**config.mk**
```make
export PLATFORM = sky130hd
export DESIGN_NAME = timebase_divider
export DESIGN_NICKNAME = d
export VERILOG_FILES = /design/src/rtl/timebase_divider_pkg.sv /design/src/rtl/timebase_divider_sync_edge_detect.sv /design/src/rtl/timebase_divider.sv
export SDC_FILE = /design/constraint.sdc
export NUM_CORES = 1
export LEC_CHECK = 0
export BUFFER_PORTS_ARGS = -buffer_cell sky130_fd_sc_hd__buf_2
export CORE_UTILIZATION = 45
export DETAILED_ROUTE_END_ITERATION = 12
export PLACE_DENSITY_LB_ADDON = 0.15
export SKIP_LAST_GASP = 1
export SYNTH_ARGS = -nofsm -noshare
export SYNTH_HDL_FRONTEND = slang
export SYNTH_SLANG_ARGS = --single-unit
```
**constraint.sdc**
```tcl
create_clock -name clk -period 9.2 [get_ports clk]
set_input_delay 2.3 -clock clk [delete_from_list [all_inputs] [get_ports clk]]
set_output_delay 2.3 -clock clk [all_outputs]
set_load 0.005 [all_outputs]
```
**src/rtl/timebase_divider_pkg.sv**
```systemverilog
// timebase_pkg: shared constants and ratio clamp for the timebase divider.
//   CNT_W_DEF - default counter/ratio width
//   MIN_DIV   - smallest usable divide ratio
//   clamp_div - maps ratios below MIN_DIV up to MIN_DIV
package timebase_pkg;
    localparam int CNT_W_DEF = 16;
    localparam int MIN_DIV = 2;

    function automatic logic [31:0] clamp_div(input logic [31:0] n);
        return (n < 32'(MIN_DIV)) ? 32'(MIN_DIV) : n;
    endfunction
endpackage

```
**src/rtl/timebase_divider_sync_edge_detect.sv**
```systemverilog
// sync_edge_detect: two-flop synchroniser followed by a rising-edge pulse.
//   clk     - sampling clock
//   rst     - asynchronous active-high reset
//   async_i - asynchronous trigger input
//   pulse_o - one-cycle pulse per synchronised rising edge
module sync_edge_detect (
    input  logic clk,
    input  logic rst,
    input  logic async_i,
    output logic pulse_o
);
    // [1:0] is the synchroniser, [2] holds the previous synchronised value.
    logic [2:0] sh_q;

    always_ff @(posedge clk or posedge rst)
        if (rst) sh_q <= '0;
        else     sh_q <= {sh_q[1:0], async_i};

    assign pulse_o = sh_q[1] & ~sh_q[2];
endmodule

```
**src/rtl/timebase_divider.sv**
```systemverilog
// timebase_divider: programmable clock divider with glitch-free ratio reload.
//   clk, rst   - clock and asynchronous active-high reset
//   en         - count enable, low freezes the divider
//   div_ratio  - requested ratio N, captured by the load strobe
//   load       - one-cycle strobe capturing div_ratio as pending ratio
//   sync_in    - (only with TIMEBASE_SYNC_EN) async trigger restarting the period
//   outclk     - divided clock: low ceil(N/2) cycles, high floor(N/2)
//   tick       - one pulse per output period, in the last cycle of the period
//   ld_ack     - one-cycle pulse after a pending ratio became active
module timebase_divider
    import timebase_pkg::*;
#(
    parameter int CNT_W   = CNT_W_DEF,
    parameter int DEF_DIV = 4
) (
    input  logic             clk,
    input  logic             rst,
    input  logic             en,
    input  logic [CNT_W-1:0] div_ratio,
    input  logic             load,
`ifdef TIMEBASE_SYNC_EN
    input  logic             sync_in,
`endif
    output logic             outclk,
    output logic             tick,
    output logic             ld_ack
);
    localparam logic [CNT_W-1:0] DEF_N = CNT_W'(clamp_div(32'(DEF_DIV)));

    logic [CNT_W-1:0] cnt_q, cnt_d, act_q, act_d, pend_q, pend_d, ld_n, half_d;
    logic             pv_q, pv_d, out_q, tick_q, ack_q;
    logic             force_c, wrap, apply, sync_pulse;

`ifdef TIMEBASE_SYNC_EN
    sync_edge_detect u_sync (
        .clk     (clk),
        .rst     (rst),
        .async_i (sync_in),
        .pulse_o (sync_pulse)
    );
`else
    assign sync_pulse = 1'b0;
`endif

    always_comb begin
        ld_n    = CNT_W'(clamp_div(32'(div_ratio)));
        // A restart (sync edge or load while frozen) beats wrap and enable.
        force_c = sync_pulse | (load & ~en);
        wrap    = en & (cnt_q == act_q - CNT_W'(1)) & ~force_c;
        // On a wrap only the previously pending ratio is applied; a load in
        // the wrap cycle becomes the new pending ratio for the next wrap.
        apply   = force_c ? (load | pv_q) : (wrap & pv_q);
        act_d   = !apply ? act_q : (force_c & load) ? ld_n : pend_q;
        pv_d    = (load & ~force_c) | (pv_q & ~apply);
        pend_d  = (load & ~force_c) ? ld_n : pend_q;
        cnt_d   = (force_c | wrap) ? '0 : en ? cnt_q + CNT_W'(1) : cnt_q;
        // ceil(N/2) without needing an extra bit for N at full scale.
        half_d  = (act_d >> 1) + CNT_W'(act_d[0]);
    end

    always_ff @(posedge clk or posedge rst)
        if (rst) begin
            cnt_q  <= '0;
            act_q  <= DEF_N;
            pend_q <= DEF_N;
            pv_q   <= 1'b0;
            out_q  <= 1'b0;
            tick_q <= 1'b0;
            ack_q  <= 1'b0;
        end else begin
            cnt_q  <= cnt_d;
            act_q  <= act_d;
            pend_q <= pend_d;
            pv_q   <= pv_d;
            out_q  <= cnt_d >= half_d;
            tick_q <= cnt_d == act_d - CNT_W'(1);
            ack_q  <= apply;
        end

    assign outclk = out_q;
    // Gated by en so a frozen divider never reports a tick.
    assign tick   = tick_q & en;
    assign ld_ack = ack_q;
endmodule

```
==> results of run 1 <==
==> metal layers <==
metal	vias to the layer above	GRT usage, %
li1	1809	-
met1	1840	36.72
met2	99	38.36
met3	12	2.150
met4	0	5.351
met5	-	0
==> report_power, final <==
part	switching [mW]	internal (mW)
Combinational	0.127	0.0920
Clock	0.0798	0.0604
Sequential	0.0409	0.256
==> layout make-up <==
type                            instances  area share (%)
Clock inverter                          2          0.2145
Sequential cell                        52           27.94
Timing Repair Buffer                   26           3.003
Multi-Input combinational cell        406           62.41
Inverter                               15           1.206
Clock buffer                            6           1.769
Tap cell                              129           3.458
==> cell families (layout without fill, tap and decap cells) <==
family,count (synthesis),after routing,share of synthesized area [%]
simple gates,202,202,25.29
compound gates,93,93,15.85
xor+xnor,58,58,11.61
flops,52,52,29.81
buf+inv,36,49,3.604
mux,32,32,7.837
fa+ha+maj,21,21,6.007
==> how the worst max path moves through the flow <==
stage | end | cells past startpoint
after CTS | outclk | 21
final | outclk | 21
after detailed placement | outclk | 21
after global placement | outclk | 21
after floorplan | outclk | 23
after global routing | outclk | 21
==> stage by stage <==
step,std cells,total power [mW],setup WS [ns],hold slack (ns),instance area (um^2)
2_1_floorplan,494,0.4559,2.543,0.4642,4374
3_3_place_gp,628,0.5113,2.033,0.5067,4574
3_5_place_dp,628,0.5154,1.973,0.5090,4574
4_1_cts,636,0.6563,2.268,0.5319,4667
5_1_grt,636,0.6972,1.859,0.5434,4667
6_report,636,0.6558,2.248,0.5307,4667
==> sequential cells by signal (all words and copies together), names as in the netlist <==
| name | cells |
|---|---|
| act_q | 16 |
| cnt_q | 16 |
| pend_q | 16 |
| ld_ack | 1 |
| outclk | 1 |
| pv_q | 1 |
| tick_q | 1 |
==> cells in the final DEF (no fill, tap or decap), types with 3 or more instances in the layout <==
cell,n
a21o_1,11
clkbuf_8,6
o21ai_1,3
o21ai_2,4
nand3b_1,3
nand2_1,23
dfrtp_1,50
or3_1,3
nor2_1,56
and2_1,9
o21ai_0,21
and4_1,3
xor2_1,29
nand3_1,26
inv_1,14
xnor2_1,29
nand2b_1,10
nor2b_1,4
a31oi_1,8
o31ai_1,3
nor3_1,13
ha_1,21
buf_2,22
a21oi_1,16
o2111ai_1,4
and3_1,10
mux2_2,18
mux2i_1,14
nor4_1,11
nand4_1,11
buf_4,4
==> worst max-delay path, cell delays in order <==
cell       delay [ns]
buf_2            0.19
nand3_1          0.12
a2111oi_2        0.28
and4_1           0.31
nand4_4          0.34
o21ai_2          0.76
mux2i_1          0.54
ha_1             0.32
inv_1            0.05
ha_1             0.22
a21o_1           0.16
a21o_1           0.18
a21o_1           0.18
a21o_1           0.17
a21o_1           0.17
a21o_1           0.17
a21o_1           0.17
a21oi_1          0.18
o21ai_0          0.12
a21oi_1          0.15
o21ai_0          0.08
==> flow_summary.ini, run 1 <==
[clock_network]
cts_tree = yes
clkLatencyLatePin_ns = 0.31
cts-resized-gates = 0
numCtsBuffers = 5
htree_levels = 2
cts.root.buffer_cell = clkbuf_8
post_cts_buffers = 0
clock-sinks = 52
clk_pin_slew_worst_paths_ns = 0.10
cts_buffer_depth = 2
hold_buffers = 0

[grt]
grt_pass1_vias = 3483
grt_pass1_wl_um = 19100
grt_max_degree = 53
overflow = 0
antenna_found_initial = 0
grtUsageTotal_pct = 24.52

[floorplan]
coreArea_um2 = 9328
rows = 35
ios = 23
start_util_pct = 46.89
die_area_um2 = 10120
fp.dieW_um = 100.6
fp.dieH_um = 100.6

[timing]
tns_ns = 0
skew_ns = 0.007582
worst_pin_slew_ns = 0.8432
fin_crit_sh_pct = 75.57
timing.fmax_mhz = 143.8
relSlewSlack_pct = 43.27
rsz0062_at_grt = no
drv_slew = 0
hold_viol_final = 0
final-setup-viol-count = 0
min_period_ns = 6.952

[drt]
drt-initial-drc-count = 230
wl_per_cell_um = 18.32
wl_met2_um = 5259
top_layer = met4
routed-wl-met3_um = 485
drc = 0
final_antenna_net_count = 0
viasPerCell = 5.912
met1Wirelength_um = 5749
num_vias = 3760
drtPass1Iterations = 5
routed_wl_um = 11650

[run_status]
status = completed

[cells_and_area]
n_antenna_cell = 0
area_growth_syn_to_layout_pct = 6.693
multi_input_area_um2 = 2913
final_util_pct = 50.03
register_area_um2 = 1304
fillers = 900
num-nets-final = 547
drive_above_1_share_pct = 17.16

[placement]
hpwl_um = 8962
port_buffers = 22
place_congestion = 0.9026

[critical_path]
crit_start = en
r2r-start = act_q[5]
crit_fanout = 20
regToRegEndpoint = outclk
cp.arrival_ns = 7.15
path_class = in -> reg
required_ns = 9.40
worstSetupStartpointType = input port
regToRegSetupSlack_ns = 3.13
reg2reg_depth = 21
worst_setup_path_end_kind = flop

[synth]
syn_inst = 494
syn_area_um2 = 4374
synth_warnings = 0
yosysSeqAreaShare_pct = 29.81
synth_flop_cell = dfrtp_1
netlist.area_leader.share_pct = 28.60
yosysMostFrequentCell = nor2_1
synth_common_cells = nor2_1, dfrtp_1, xnor2_1, xor2_1, nand3_1
synth_area_leaders = dfrtp_1, ha_1, xnor2_1, xor2_1, nor2_1
synth_area_per_cell_um2 = 8.855
synth_top_cell_by_area = dfrtp_1
synth_edf_count = 0
async_flop_share_pct = 100.0
ys_types = 67
synth_fp_nets = 535
synth-seq-cells = 52

[hold_path]
hold_path_depth = 1
worst_hold_path_type = reg -> reg
min_to = pend_q[15]
min-delay-start = pend_q[15]

[power_and_ir_drop]
peakVddDrop_mv = 0.07295
cellPowerDensity_nw_per_um2 = 140.5
power_leakage_nw = 1.997

[job]
maxCapViolations = 0
Note: power is estimated with default switching activity, not from simulation.
==> inputs of run 2 (changes only) <==
- clock period: 9.2 -> 5.8 ns (I/O delays scaled with it)
==> run 2 against run 1 <==
Against the previous run:
- via count rose by 1.7%
- clock power grew 100%
- register-to-register slack worse by 2.7 ns
- setup slack got worse by 1.9 ns
- critical path depth is 3 higher
- sequential power up 57%
- critical path type is now reg -> reg
==> flow_summary.ini, run 2 (synthesized netlist as in run 1, its figures left out) <==
[hold_path]
worst_hold_path_type = reg -> reg
min-delay-start = pend_q[14]
hold_path_depth = 1
min_to = pend_q[14]

[critical_path]
crit_fanout = 7
cp.arrival_ns = 5.60
critical-path-max-stage-delay_ns = 0.58
regToRegSetupSlack_ns = 0.39
r2r-start = act_q[5]
critPathBufInv = 2
reg2reg_depth = 24
slowest_stage = or4_4
path_cells = or4_4 > o31a_1 > a2111oi_2 > and4_1 > and4_4 > nand2_2 > mux2i_1 > o21ai_0 > buf_4 > ha_1 > ha_1 > inv_1 > ha_1 > a21o_1 > a21o_1 > a21o_1 > a21o_1 > a21o_1 > a21o_1 > a21o_1 > a21oi_1 > o21ai_0 > a21oi_1 > o21ai_0
crit_top_cell = a21o_1
path_class = reg -> reg
critical_path.top_delay_family = compound AO/OA/AOI/OAI gates
regToRegEndpoint = outclk
worstSetupStartpointType = flop
required_ns = 6.00
worst_setup_path_end_kind = flop
cp_num_cells = 24

[grt]
grt_pass1_vias = 3710
grt_max_degree = 53
grtUsageTotal_pct = 25.68
overflow = 0
antenna_found_initial = 0
grt_pass1_wl_um = 19780

[cells_and_area]
n_antenna_cell = 0
drive_above_1_share_pct = 19.39
final_util_pct = 51.52
area_growth_syn_to_layout_pct = 9.868
final_area_um2 = 4806
layout_common_cells = nor2_1, dfrtp_1, xor2_1, xnor2_1, nand3_1
reg_top3 = act_q (16), cnt_q (16), pend_q (16)
fillers = 895
layout_commonest_cell = nor2_1
num-nets-final = 561

[timing]
whs_ns = 0.5263
hold_viol_final = 0
drv_slew = 0
fin_crit_sh_pct = 93.26
final-setup-viol-count = 0
skew_ns = 0.01089
relSlewSlack_pct = 53.09
tns_ns = 0
timing.fmax_mhz = 184.9
worst_pin_slew_ns = 0.7036
min_period_ns = 5.409
rsz0062_at_grt = no

[job]
maxCapViolations = 0

[floorplan]
rows = 35
ios = 23
fp.dieW_um = 100.6
die_area_um2 = 10120
start_util_pct = 46.89
coreArea_um2 = 9328
fp.dieH_um = 100.6

[power_and_ir_drop]
cellPowerDensity_nw_per_um2 = 230.7
power_leakage_nw = 2.080
peakVddDrop_mv = 0.1393

[clock_network]
numCtsBuffers = 5
cts-resized-gates = 0
hold_buffers = 0
cts_tree = yes
clk_pin_slew_worst_paths_ns = 0.10
clkLatencyLatePin_ns = 0.31
cts_buffer_depth = 2
clock-sinks = 52
post_cts_buffers = 0
cts.root.buffer_cell = clkbuf_8
htree_levels = 2

[drt]
num_vias = 3825
drtPass1Iterations = 4
drc = 0
drt-initial-drc-count = 279
routed_wl_um = 12130
final_antenna_net_count = 0
wl_per_cell_um = 18.66
viasPerCell = 5.885

[placement]
placed_area_um2 = 4679
port_buffers = 22
place_congestion = 0.9332
hpwl_um = 9354

[run_status]
status = completed
## run 2: changes by cell type in the layout (fill, tap and decap cells not counted), sizes merged
| cell | delta |
|---|---|
| buf | +14 |
| bufinv | +1 |
| clkbuf | +1 |
| clkinv | -2 |
## run 2: layer usage
| metal | up-vias | track usage (%) | wire length, um |
|---|---|---|---|
| met4 | 0 | 8.027 | 263 |
| met3 | 21 | 2.843 | 707 |
| met2 | 124 | 39.78 | 5421 |
| met5 | - | 0 | 0 |
| met1 | 1848 | 37.51 | 5734 |
| li1 | 1832 | - | - |
## run 2: area by class of cell
| type | instances | area, um^2 | share of cell area [%] |
|---|---|---|---|
| inverters | 15 | 56.30 | 1.172 |
| flip-flops and latches | 52 | 1304 | 27.13 |
| multi-input cells | 406 | 2913 | 60.61 |
| clock inverters | 1 | 30.03 | 0.6248 |
| repair buffers | 40 | 245.2 | 5.103 |
| clock buffers | 7 | 96.34 | 2.005 |
| well taps | 129 | 161.4 | 3.359 |
## run 2: worst reg2reg max path, delay by kind of cell (launching register included)
family	cells	cell delay, ns
adders and majority gates	3	0.80
DFF	1	0.51
muxes	1	0.16
AOI/OAI and AO/OA	14	2.37
and+or+nand+nor	4	1.26
buffers and inverters	2	0.20
## run 2: how the worst max path moves through the flow
stage,start,endpoint
floorplan,en,outclk
global placement,en,outclk
detailed placement,en,outclk
CTS,act_q[5],outclk
global route,act_q[5],outclk
finish,act_q[5],outclk
## run 2: where the power goes
part           switching [mW]  internal (mW)  total (mW)
registers              0.0603          0.406       0.466
logic                   0.208          0.154       0.362
clock network           0.128          0.153       0.281
total                   0.397          0.712        1.11
## run 2: metrics by stage
stage / power [mW] / setup slack, ns / cells
5_1_grt: 1.172 / 0.1965 / 650
3_5_place_dp: 0.8269 / 0.1726 / 642
3_3_place_gp: 0.8184 / 0.2223 / 642
2_1_floorplan: 0.7233 / 0.07251 / 494
6_report: 1.109 / 0.3912 / 650
4_1_cts: 1.111 / 0.4238 / 650
==> inputs of run 3 (changes only) <==
--- a/config.mk
+++ b/config.mk
@@ -8,5 +8,8 @@
 export BUFFER_PORTS_ARGS = -buffer_cell sky130_fd_sc_hd__buf_2
-export CORE_UTILIZATION = 45
+export CELL_PAD_IN_SITES_DETAIL_PLACEMENT = 1
+export CELL_PAD_IN_SITES_GLOBAL_PLACEMENT = 1
+export CORE_UTILIZATION = 43
 export DETAILED_ROUTE_END_ITERATION = 12
 export PLACE_DENSITY_LB_ADDON = 0.15
+export REMOVE_ABC_BUFFERS = 1
 export SKIP_LAST_GASP = 1
--- a/constraint.sdc
+++ b/constraint.sdc
@@ -3,2 +3,2 @@
 set_output_delay 1.45 -clock clk [all_outputs]
-set_load 0.005 [all_outputs]
+set_load 0.02 [all_outputs]
==> run 3 against run 2 <==
Against the previous run:
- first-iteration DRC count decreased by 23%
- die area increased by 4.6%
- setup slack got worse by 0.016 ns
- sequential power about the same
- clock-buffer cell count decreased by 2
- global-route usage increased by 2.0 points
- fmax decreased by 0.29%
- critical endpoint unchanged
==> flow_summary.ini, run 3 (synthesized netlist as in run 1, its figures left out) <==
[critical_path]
regToRegEndpoint = outclk
path_class = reg -> reg
r2r-start = act_q[7]
crit_end = outclk
cp.arrival_ns = 5.63
reg2reg_depth = 23
required_ns = 6.00
worst_setup_path_end_kind = flop
worstSetupStartpointType = flop
regToRegSetupSlack_ns = 0.38
crit_start = act_q[7]
crit_fanout = 9

[clock_network]
cts.root.buffer_cell = clkbuf_8
cts_buffer_depth = 2
numCtsBuffers = 5
clk_pin_slew_worst_paths_ns = 0.11
clock-sinks = 52
htree_levels = 2
cts_tree = yes
hold_buffers = 0
clkLatencyLatePin_ns = 0.32

[power_and_ir_drop]
peakVddDrop_mv = 0.1003
power_mw = 1.061
cellPowerDensity_nw_per_um2 = 221.4
clock_power_share_pct = 20.5
p_seq_share_pct = 44.0
p_int_mw = 0.6463
p_switching_mw = 0.4151
pwr-share-comb_pct = 35.5
sw_frac_of_total_pct = 39.10
power_leakage_nw = 2.072

[cells_and_area]
area_growth_syn_to_layout_pct = 9.582
drive_above_1_share_pct = 19.89
reg_top3 = act_q (16), cnt_q (16), pend_q (16)
layout_commonest_cell = nor2_1
n_antenna_cell = 0
num-nets-final = 563
final_cells = 656
layout_common_cells = nor2_1, dfrtp_1, xor2_1, xnor2_1, nand3_1
final_util_pct = 48.82
final_area_um2 = 4793
fillers = 1212

[grt]
grtUsageTotal_pct = 27.71
grt_pass1_wl_um = 22020
grt_max_degree = 53
overflow = 0
antenna_found_initial = 0
grt_pass1_vias = 3967

[placement]
placed_area_um2 = 4692
post-place-ws_ns = -0.01174
place_congestion = 0.9337
hpwl_um = 10630
dp_cells = 647
port_buffers = 22

[floorplan]
die_area_um2 = 10580
coreArea_um2 = 9819
fp.dieH_um = 102.9
rows = 36
ios = 23
fp.dieW_um = 102.9
start_util_pct = 44.55

[drt]
wl_per_cell_um = 20.41
num_vias = 3819
drtPass1Iterations = 4
drc = 0
viasPerCell = 5.822
final_antenna_net_count = 0
routed_wl_um = 13390
drt-initial-drc-count = 215

[timing]
drv_slew = 0
relSlewSlack_pct = 50.75
fin_crit_sh_pct = 93.53
timing.fmax_mhz = 184.3
worst_slack_ns = 0.3754
skew_ns = 0.01019
min_period_ns = 5.425
final-setup-viol-count = 0
whs_ns = 0.5428
rsz0062_at_grt = no
tns_ns = 0
hold_viol_final = 0
worst_pin_slew_ns = 0.7387

[hold_path]
worst_hold_path_type = reg -> reg

[job]
maxCapViolations = 0

[run_status]
status = completed
run 3: changes by cell type in the layout (fill, tap and decap cells not counted):
cell / before / now
buf_4: 18 / 20
clkbuf_8: 7 / 5
clkinv_2: 0 / 2
bufinv_16: 1 / 0
clkinv_4: 0 / 1
nor4_1: 11 / 10
nor4_2: 1 / 2
o21ai_0: 21 / 20
o21ai_1: 3 / 4
run 3: cell type report:
| type | count | area [um^2] | share of cell area (%) |
|---|---|---|---|
| tap | 133 | 166.4 | 3.472 |
| timing repair buffer | 42 | 260.3 | 5.429 |
| clock buffer | 5 | 68.82 | 1.436 |
| inverter | 15 | 56.30 | 1.175 |
| sequential | 52 | 1304 | 27.20 |
| clock inverter | 3 | 18.77 | 0.3915 |
| multi-input combinational | 406 | 2919 | 60.90 |
run 3: routing by layer:
metal,global-route usage [%],routed length (um)
met5,0,0
met2,45.13,6399
met4,5.092,109
met1,40.18,6516
met3,2.644,360
run 3: power groups by stage:
stage | sequential [mW] | combinational [mW] | clock [mW]
after floorplan | 0.454 | 0.262 | 0
after global placement | 0.468 | 0.362 | 0
after detailed placement | 0.471 | 0.373 | 0
after CTS | 0.464 | 0.376 | 0.228
after global routing | 0.473 | 0.417 | 0.238
final | 0.467 | 0.377 | 0.218
run 3: worst min path at each step:
stage               slack, ns  startpoint         end  cells after the start
floorplan                0.46   pend_q[0]   pend_q[0]                      2
global placement         0.49  pend_q[14]  pend_q[14]                      1
detailed placement       0.52   pend_q[4]   pend_q[4]                      1
CTS                      0.55   pend_q[4]   pend_q[4]                      1
global route             0.56  pend_q[15]  pend_q[15]                      1
finish                   0.54   pend_q[6]   pend_q[6]                      1
run 3: worst max-delay path: stages, from the launching register on:
cell	delay, ns
dfrtp_1	0.55
or4_4	0.55
o31a_1	0.26
a2111oi_2	0.32
and4_1	0.32
and4_4	0.26
nand2_2	0.10
mux2i_1	0.13
o21ai_1	0.25
inv_1	0.07
ha_1	0.33
ha_1	0.27
nand2b_1	0.14
a21o_1	0.19
a21o_1	0.18
a21o_1	0.18
a21o_1	0.18
a21o_1	0.18
a21o_1	0.18
a21o_1	0.17
a21oi_1	0.17
o21ai_0	0.11
a21oi_1	0.15
o21ai_0	0.09
run 3: timing repair:
item,4_1_cts,5_1_grt
setup buffers,0,1
gates resized for setup,0,2
endpoints found under the setup margin,0,1
